File: src/rtl/neopix_pkg.sv
// Shared types and elaboration-time helpers for the NeoPixel frame scheduler.
package neopix_pkg;

  typedef enum logic [2:0] {
    ST_IDLE,
    ST_SWAP,
    ST_START,
    ST_DRIVE,
    ST_LATCH
  } state_e;

  // How many DRIVE cycles to wait for the driver to raise busy before giving up.
  localparam int DRIVE_TIMEOUT = 4;

  function automatic int cw_f(input int num_leds);
    return $clog2(num_leds) + 1;
  endfunction

  function automatic int cnt_width_f(input int max_val);
    return (max_val < 2) ? 1 : $clog2(max_val + 1);
  endfunction

  function automatic int latch_cycles_f(input int sys_clk, input int latch_us);
    return sys_clk / 1000000 * latch_us;
  endfunction

  function automatic int refresh_cycles_f(input int sys_clk, input int refresh_hz);
    return sys_clk / refresh_hz;
  endfunction

endpackage

File: src/rtl/neopix_tick_timer.sv
// Reloadable down-counter: tc_o pulses while enabled at zero, then the count reloads.
module neopix_tick_timer
  import neopix_pkg::*;
#(
  parameter int LOAD_VAL = 1
) (
  input  logic clk_i,
  input  logic reset_n_i,
  input  logic load_i,
  input  logic en_i,
  output logic tc_o
);

  localparam int W = cnt_width_f(LOAD_VAL);
  localparam logic [W-1:0] LOAD = W'(LOAD_VAL);

  logic [W-1:0] count_q;

  assign tc_o = en_i && !load_i && (count_q == '0);

  // Period is LOAD_VAL+1 enabled cycles when left free-running.
  always_ff @(posedge clk_i) begin
    if (!reset_n_i) begin
      count_q <= LOAD;
    end else if (load_i) begin
      count_q <= LOAD;
    end else if (en_i) begin
      count_q <= (count_q == '0) ? LOAD : count_q - 1'b1;
    end
  end

endmodule

File: src/rtl/neopix_frame_sched.sv
// Ping-pong bank scheduler between the SPI frame writer and the ws2812 driver.
// Define NEOPIX_REFRESH_EN to re-send the last frame every REFRESH_CYCLES.
module neopix_frame_sched
  import neopix_pkg::*;
#(
  parameter int  NUM_LEDS     = 8,
  parameter int  SYSTEM_CLOCK = 50000000,
  parameter int  LATCH_US     = 80,
  parameter int  REFRESH_HZ   = 30,
  localparam int CW           = cw_f(NUM_LEDS)
) (
  input  logic          clk_i,
  input  logic          reset_n_i,
  input  logic          wr_begin_i,
  input  logic          wr_commit_i,
  input  logic [CW-1:0] wr_count_i,
  output logic          wr_bank_o,
  output logic          wr_grant_o,
  input  logic          ws_busy_i,
  output logic          ws_start_o,
  output logic          ws_bank_o,
  output logic [CW-1:0] ws_count_o,
  output logic          err_o,
  output logic          sched_busy_o
);

  localparam int LATCH_CYCLES = latch_cycles_f(SYSTEM_CLOCK, LATCH_US);
  // The DRIVE cycle that sees busy fall already counts as the first low cycle.
  localparam int LATCH_LOAD = (LATCH_CYCLES > 2) ? LATCH_CYCLES - 2 : 0;
  localparam logic [CW-1:0] MAX_COUNT = CW'(NUM_LEDS);

  if (LATCH_CYCLES < 2 || REFRESH_HZ < 1) begin : g_cfg_check
    $error("neopix_frame_sched: LATCH_US or REFRESH_HZ out of range");
  end

  state_e        state_q;
  logic          wr_bank_q, ws_bank_q, grant_q, start_q, err_q;
  logic          pending_q, begin_wait_q, seen_busy_q;
  logic [CW-1:0] pend_count_q, ws_count_q;
  logic [1:0]    drv_cnt_q;
  logic          grant_d, pending_d, begin_wait_d, err_d;
  logic [CW-1:0] pend_count_d;
  logic          commit_ok, latch_done, refresh_go;

  // Writer handshake: a commit is resolved before a same-cycle begin looks at pending.
  always_comb begin
    commit_ok    = wr_commit_i && grant_q && (wr_count_i != '0);
    grant_d      = grant_q;
    pending_d    = pending_q;
    begin_wait_d = begin_wait_q;
    pend_count_d = pend_count_q;
    err_d        = 1'b0;
    if (wr_commit_i) begin
      grant_d = 1'b0;
      if (commit_ok) begin
        pending_d    = 1'b1;
        pend_count_d = (wr_count_i > MAX_COUNT) ? MAX_COUNT : wr_count_i;
      end else begin
        err_d = 1'b1;
      end
    end
    if (wr_begin_i && !grant_d) begin
      if (pending_d) begin_wait_d = 1'b1;
      else           grant_d      = 1'b1;
    end
  end

  neopix_tick_timer #(.LOAD_VAL(LATCH_LOAD)) u_latch_timer (
    .clk_i     (clk_i),
    .reset_n_i (reset_n_i),
    .load_i    (state_q != ST_LATCH),
    .en_i      (state_q == ST_LATCH),
    .tc_o      (latch_done)
  );

`ifdef NEOPIX_REFRESH_EN
  logic valid_q, refresh_req_q, refresh_tick;

  neopix_tick_timer #(.LOAD_VAL(refresh_cycles_f(SYSTEM_CLOCK, REFRESH_HZ) - 1)) u_refresh_timer (
    .clk_i     (clk_i),
    .reset_n_i (reset_n_i),
    .load_i    (1'b0),
    .en_i      (1'b1),
    .tc_o      (refresh_tick)
  );

  // A refresh request survives until a swap or a re-send consumes it.
  always_ff @(posedge clk_i) begin
    if (!reset_n_i) begin
      valid_q       <= 1'b0;
      refresh_req_q <= 1'b0;
    end else begin
      if (state_q == ST_SWAP) valid_q <= 1'b1;
      if (state_q == ST_SWAP || (state_q == ST_IDLE && refresh_go)) refresh_req_q <= 1'b0;
      else if (refresh_tick)                                          refresh_req_q <= 1'b1;
    end
  end

  assign refresh_go = !pending_q && refresh_req_q && valid_q;
`else
  assign refresh_go = 1'b0;
`endif

  always_ff @(posedge clk_i) begin
    if (!reset_n_i) begin
      state_q      <= ST_IDLE;
      wr_bank_q    <= 1'b0;
      ws_bank_q    <= 1'b1;
      ws_count_q   <= '0;
      grant_q      <= 1'b0;
      start_q      <= 1'b0;
      err_q        <= 1'b0;
      pending_q    <= 1'b0;
      begin_wait_q <= 1'b0;
      pend_count_q <= '0;
      seen_busy_q  <= 1'b0;
      drv_cnt_q    <= '0;
    end else begin
      grant_q      <= grant_d;
      pending_q    <= pending_d;
      begin_wait_q <= begin_wait_d;
      pend_count_q <= pend_count_d;
      err_q        <= err_d;
      start_q      <= 1'b0;
      case (state_q)
        ST_IDLE: begin
          if (pending_q) begin
            state_q <= ST_SWAP;
          end else if (refresh_go) begin
            state_q <= ST_START;
            start_q <= 1'b1;
          end
        end
        ST_SWAP: begin
          ws_bank_q  <= wr_bank_q;
          wr_bank_q  <= ~wr_bank_q;
          ws_count_q <= pend_count_q;
          pending_q  <= 1'b0;
          start_q    <= 1'b1;
          state_q    <= ST_START;
          // A waiting writer must see its grant in the START cycle.
          if (begin_wait_d) begin
            grant_q      <= 1'b1;
            begin_wait_q <= 1'b0;
          end
        end
        ST_START: begin
          drv_cnt_q   <= '0;
          seen_busy_q <= 1'b0;
          state_q     <= ST_DRIVE;
        end
        ST_DRIVE: begin
          if (!seen_busy_q) drv_cnt_q <= drv_cnt_q + 1'b1;
          if (ws_busy_i) begin
            seen_busy_q <= 1'b1;
          end else if (seen_busy_q || drv_cnt_q == 2'(DRIVE_TIMEOUT - 1)) begin
            state_q <= ST_LATCH;
          end
        end
        ST_LATCH: begin
          if (latch_done) state_q <= ST_IDLE;
        end
        default: state_q <= ST_IDLE;
      endcase
    end
  end

  assign wr_bank_o    = wr_bank_q;
  assign wr_grant_o   = grant_q;
  assign ws_start_o   = start_q;
  assign ws_bank_o    = ws_bank_q;
  assign ws_count_o   = ws_count_q;
  assign err_o        = err_q;
  assign sched_busy_o = (state_q != ST_IDLE);

endmodule

File: config.mk
export PLATFORM = sky130hd
export DESIGN_NAME = neopix_frame_sched
export DESIGN_NICKNAME = d
export VERILOG_FILES = /design/src/rtl/neopix_pkg.sv /design/src/rtl/neopix_tick_timer.sv /design/src/rtl/neopix_frame_sched.sv
export SDC_FILE = /design/constraint.sdc
export NUM_CORES = 1
export LEC_CHECK = 0
export CAP_MARGIN = 15
export CORE_MARGIN = 4
export CORE_UTILIZATION = 60
export DETAILED_ROUTE_END_ITERATION = 8
export DONT_BUFFER_PORTS = 1
export PLACE_DENSITY = 0.76
export REMOVE_ABC_BUFFERS = 1
export SKIP_LAST_GASP = 1
export SYNTH_ARGS = -nofsm -noshare
export SYNTH_HDL_FRONTEND = slang
export SYNTH_SLANG_ARGS = --single-unit
export TNS_END_PERCENT = 1
File: constraint.sdc
create_clock -name clk_i -period 1.7 [get_ports clk_i]
set_input_delay 0.17 -clock clk_i [delete_from_list [all_inputs] [get_ports clk_i]]
set_output_delay 0.17 -clock clk_i [all_outputs]
set_load 0.01 [all_outputs]
=== Word level (Yosys, flattened, before mapping) ===
Index checks and enable logic that the tools add are counted.

* Register bits after elaboration: 33
* Latch bits: 0
* Memory bits (writable): 0
* Memory bits (read-only): 0
* Bits of input ports: 9
* Output and inout bits: 10
* Word-level logic and storage cells: 72
* Memories: 0

* Add/sub/neg operators: 2
* Multipliers: 0
* Div/mod/pow operators: 0
* Magnitude comparators: 1
* Equality and inequality tests: 12
* Shift-type cells: 0
* Muxes and demuxes: 22
* Bitwise gates (word level): 2
* Reduce and logical (&&, ||, !) cells: 20

{| class="wikitable"
|+ Operators by type and width
! cell !! count
|-
| one-hot mux 3 bit (5 select lines) || 1
|-
| logical NOT 12 bit || 1
|-
| 2-to-1 mux 1 bit || 12
|-
| 2-to-1 mux 12 bit || 1
|-
| 2-to-1 mux 3 bit || 4
|-
| inequality test 2 bit (second input constant) || 6
|-
| subtractor 12 x 1 -> 12 bit (second input constant) || 1
|-
| AND reduction 2 bit || 4
|-
| equality test 3 x 2 -> 1 bit (second input constant) || 2
|-
| logical AND 1 bit || 5
|-
| greater-than comparator 4 bit (second input constant) || 1
|-
| 2-to-1 mux 4 bit || 1
|-
| one-hot mux 2 bit (2 select lines) || 1
|-
| AND reduction 4 bit || 1
|-
| nonzero test 4 bit || 1
|-
| OR reduction 2 bit || 2
|-
| equality test 3 x 1 -> 1 bit (second input constant) || 1
|-
| equality test 3 bit (second input constant) || 1
|-
| logical NOT 3 bit || 1
|-
| inequality test 3 bit (second input constant) || 1
|-
| nonzero test 3 bit || 1
|-
| adder 2 x 1 -> 2 bit (second input constant) || 1
|-
| equality test 2 bit (second input constant) || 1
|-
| logical NOT 1 bit || 2
|-
| other kinds (5) || 6
|}

=== Logic depth before layout (Yosys ltp) ===
* Depth after elaboration: 8
* Depth in mapped cells: 7
* Gate-level depth less buffers: 6

=== Modules after synthesis ===
From an unflattened synthesis, not the netlist that was laid out.

* Cell total of the unflattened synthesis: 169
* Area total of the unflattened synthesis: 1,546.5 µm²

{| class="wikitable"
|+ By module, submodules not included
! module !! times used !! cells each !! area each (µm²) !! seq. area each (µm²)
|-
| neopix_frame_sched || 1 || 96 || 875.8 || 420.4
|-
| neopix_tick_timer || 1 || 73 || 670.6 || 240.2
|}

=== Least setup slack after synthesis ===
Ideal clock, no wire load.

* Path kind: register to register
* Start point: register u_latch_timer.count_q[0]
* End point: register u_latch_timer.count_q[7]
* Library setup time: 0.058 ns
* Arrival: 1.273 ns
* Required time: 1.642 ns
* Path slack: 0.369 ns
* Stages on the path, launching flop included: 8
* Path buffers: 1
* Clock period less this slack: 1.331 ns
* Cell sequence: dfxtp_1 > inv_1 > ha_1 > nor4b_1 > nand3_2 > and3_1 > buf_6 > nand2_2

* Cells in the longest elaborated chain, start to end: 2
* Elaborated cells on any way between the ends: 3
* Classes of those cells: add/sub (1); mux (1); reduce/logical (1)

{| class="wikitable"
|+ RTL lines
! item !! line !! text
|-
| start: declaration || neopix_tick_timer.sv:17 || <nowiki>logic [W-1:0] count_q;</nowiki>
|-
| start signal: assignment || neopix_tick_timer.sv:28 || <nowiki>count_q <= (count_q == '0) ? LOAD : count_q - 1'b1;</nowiki>
|-
| subtractor 12 x 1 -> 12 bit or logical NOT 12 bit (tied branches) || neopix_tick_timer.sv:28 ||
|-
| 2-to-1 mux 12 bit (*) || neopix_tick_timer.sv:28 ||
|}

Mark *: on every way between the ends. The rest lies on a longest branch, timed or not.
A chain may end at the register's enable or synchronous reset.

=== Worst setup path in the final report ===
* Start point: register u_latch_timer.count_q[0]
* End point: register u_latch_timer.count_q[3]

The elaborated chain is that of the path after synthesis.

==> flow_summary.toml <==
[routing]
drt_first_iter_violations = 28
routed_wirelength_mm = 2.83
detail_route_antenna_nets = 0
route.detailed.vias_per_inst = 5.54
routed-via-count = 1080
first_pass_iters = 4
post-route-drc-count = 0
route.detailed.wl_per_inst_um = 14.5

[sta]
finalSetupViolCount = 0
tightest_slew_ns = 0.523
slew-limit-headroom = 0.650
finalWorstSetupSlack_ns = 0.122
timing_max_transition_violations_final = 0
rsz0062_at_grt = "false"
final.hold.worst_slack_ns = 0.0106
maxClockFrequency_ghz = 0.634
clock_skew_ns = 0.00495
min_period_over_period = 0.928
hold_violations = 0
timing.setup.tns_ns = 0
finalCriticalPeriod_ns = 1.58

[cells_and_area]
multi_input_comb_area_sq_um = 754
antennaDiodeCount = 0
filler_cell_count = 194
final_net_count = 178
post-route-util = 0.689
sequential_cell_area_sq_um = 661
drive_above_1_share = 0.150
area_growth_pct = 6.27

[synth]
yosys_register_bits = 33
synthesis.instances = 161
synth.avg_cell_area_sq_um = 9.17
sequential_cell_area_fraction_in_the_yosys_report = 0.447
synth_commonest_cells = "33 x sky130_fd_sc_hd__dfxtp_1, 17 x sky130_fd_sc_hd__nand2_1, 13 x sky130_fd_sc_hd__nor2_1"
synth_largest_type_area_fraction = 0.447
syn_area_sq_mm = 0.00148
synthFlopType = "sky130_fd_sc_hd__dfxtp_1"
synth-edff-count = 0
yosysMostFrequentCell = "sky130_fd_sc_hd__dfxtp_1"
synth_top_cell_by_area = "sky130_fd_sc_hd__dfxtp_1"
synth.distinct_cells = 43
synth_warnings = 0
synthArstFlopShare = 0
synthTopCellsByArea = "sky130_fd_sc_hd__dfxtp_1 45%, sky130_fd_sc_hd__xor2_1 5.3%, sky130_fd_sc_hd__nand2_1 4.3%"

[grt]
first_global_vias = 1080
use_met3 = 0.0905
overflow = 0
grt_max_degree = 19
global_route.peak_usage_layer = "met2"
grt_first_pass_wirelength_mm = 4.77
gr-usage-met2 = 0.305
initial_antenna_violation_count = 0
met1_usage = 0.222
globalRouteTotalUtil = 0.191

[critical_path]
timing.critical_path.from_type = "flop"
worstSetupEndpointType = "flop"
critical_path_peak_fanout = 8
setup.worst_path.start = "u_latch_timer.count_q[0]$_SDFFE_PP0N_"
cp_slowest_cell = "sky130_fd_sc_hd__and3_1"
worstPathCellList = "inv_1 > ha_1 > nor4b_1 > nand3_2 > and3_1 > nand2_2"
r2r_cells = 6
r2r_start = "u_latch_timer.count_q[0]$_SDFFE_PP0N_"
worst_ep_required_time_ns = 1.91
timing.critical_path.to = "u_latch_timer.count_q[3]$_SDFFE_PP1N_"
critical-path-max-stage-delay_ns = 0.45
reg2reg_slack_ns = 0.12
crit_arrival_ns = 1.79
setup.worst_path.class = "flop to flop"
timing.rr.end = "u_latch_timer.count_q[3]$_SDFFE_PP1N_"

[outcome]
status = "completed"

[clock_network]
clock_root_buffer = "sky130_fd_sc_hd__clkbuf_4"
insertion_delay_ns = 0.33
htree_num_levels = 2
cts_setup_buffers = 0
clock_slew_at_reported_path_ffs_ns = 0.10
tritoncts_buffers = 5
tritoncts_num_sinks = 33
cts_tree = "built"
max-clock-path-buffers = 2

[place]
placement.setup.worst_slack_ns = 0.169
dp_hpwl_mm = 1.96
routabilityCongestion = 0.802
place.port_buffers = 0

[floorplan]
floorplan.rows = 17
core_region_area_sq_mm = 0.00228
floorplan.initialDensity = 0.649
die_height_um = 57.6
chipWidth_um = 57.6
io_pins = 19
die_area_sq_mm = 0.00332

[power]
design_power_total_mw = 1.43
p_leak_nw = 0.544
power.ir.vdd_worst_uv = 701
powerDensity_mw_per_mm2 = 913

[min_path]
holdCritPathClass = "primary input to flop"

[flow_run]
max-cap-violations = 0
-- worst max-delay path, delay by kind of cell, from the launching register on --
family	cells	cell delay [ns]
buffers and inverters	1	0.09
adder cells (fa/ha/maj)	1	0.20
AND/OR/NAND/NOR	4	0.77
flip-flops	1	0.40
-- per-stage QoR --
stage                     cells  instance area [sq um]
after floorplan             154                   1440
after global placement      184                   1490
after detailed placement    184                   1490
after CTS                   194                   1560
after global routing        195                   1570
final                       195                   1570
-- layout by cell type, fill, tap and decap left out, types with 2 or more instances in the layout --
cell type,instances
sky130_fd_sc_hd__a21boi_0,5
sky130_fd_sc_hd__a21oi_1,3
sky130_fd_sc_hd__a22oi_1,4
sky130_fd_sc_hd__a32oi_1,2
sky130_fd_sc_hd__and2_1,3
sky130_fd_sc_hd__and3_1,3
sky130_fd_sc_hd__buf_4,2
sky130_fd_sc_hd__clkbuf_4,5
sky130_fd_sc_hd__clkinv_2,2
sky130_fd_sc_hd__dfxtp_1,33
sky130_fd_sc_hd__dlygate4sd3_1,3
sky130_fd_sc_hd__ha_1,3
sky130_fd_sc_hd__inv_1,6
sky130_fd_sc_hd__nand2_1,17
sky130_fd_sc_hd__nand2_2,8
sky130_fd_sc_hd__nand2b_1,2
sky130_fd_sc_hd__nand3_1,2
sky130_fd_sc_hd__nand3_2,2
sky130_fd_sc_hd__nand4_1,3
sky130_fd_sc_hd__nand4b_1,2
sky130_fd_sc_hd__nor2_1,13
sky130_fd_sc_hd__nor2b_1,7
sky130_fd_sc_hd__nor3_1,3
sky130_fd_sc_hd__nor4_1,2
sky130_fd_sc_hd__o21ai_0,4
sky130_fd_sc_hd__xor2_1,9
-- layout make-up --
cell class / count / area share
multi-input combinational: 115 / 0.481
clock inverter: 2 / 0.00638
tap: 28 / 0.0223
sequential: 33 / 0.421
clock buffer: 6 / 0.0263
inverter: 6 / 0.0144
timing repair buffer: 5 / 0.0287
-- kinds of logic (layout without fill, tap and decap cells) --
group	after synthesis	in the layout	synth area share
fa+ha+maj	3	3	0.0254
flops	33	33	0.447
simple gates	76	76	0.301
buf+inv	13	19	0.0415
compound gates	26	26	0.125
xor+xnor	10	10	0.0593
-- registers in the layout, indices dropped and copies added, names as in the netlist --
register,flops
begin_wait_q,1
wr_grant_o,1
state_q,3
seen_busy_q,1
ws_start_o,1
ws_bank_o,1
pending_q,1
err_o,1
ws_count_o,4
u_latch_timer.count_q,12
wr_bank_o,1
drv_cnt_q,2
pend_count_q,4
-- repair_timing --
action	in CTS	in global routing
hold buffers	2	1
endpoints found under the hold margin	19	3
gates resized for setup	0	0
-- how the worst min path moves through the flow --
stage,from,end,depth (start not counted)
final,wr_count_i[2],pend_count_q[2]$_SDFFE_PN0P_,2
after global routing,wr_count_i[1],pend_count_q[1]$_SDFFE_PN0P_,2
after CTS,reset_n_i,pend_count_q[0]$_SDFFE_PN0P_,1
after detailed placement,reset_n_i,u_latch_timer.count_q[1]$_SDFFE_PP1N_,1
after global placement,reset_n_i,u_latch_timer.count_q[1]$_SDFFE_PP1N_,1
after floorplan,reset_n_i,u_latch_timer.count_q[1]$_SDFFE_PP1N_,1
-- per-layer routing --
layer  routed length (um)  share of wire
met3                  147          0.052
met2                 1350           0.48
met1                 1280           0.45
met4                   44          0.016
met5                    0              0
-- power by group --
| part | internal, mW | switching [mW] | total [mW] |
|---|---|---|---|
| registers | 0.810 | 0.0465 | 0.857 |
| clock network | 0.157 | 0.257 | 0.414 |
| logic | 0.0679 | 0.0930 | 0.161 |
| total | 1.04 | 0.397 | 1.43 |
No activity file was read; power rests on OpenSTA's default activity.
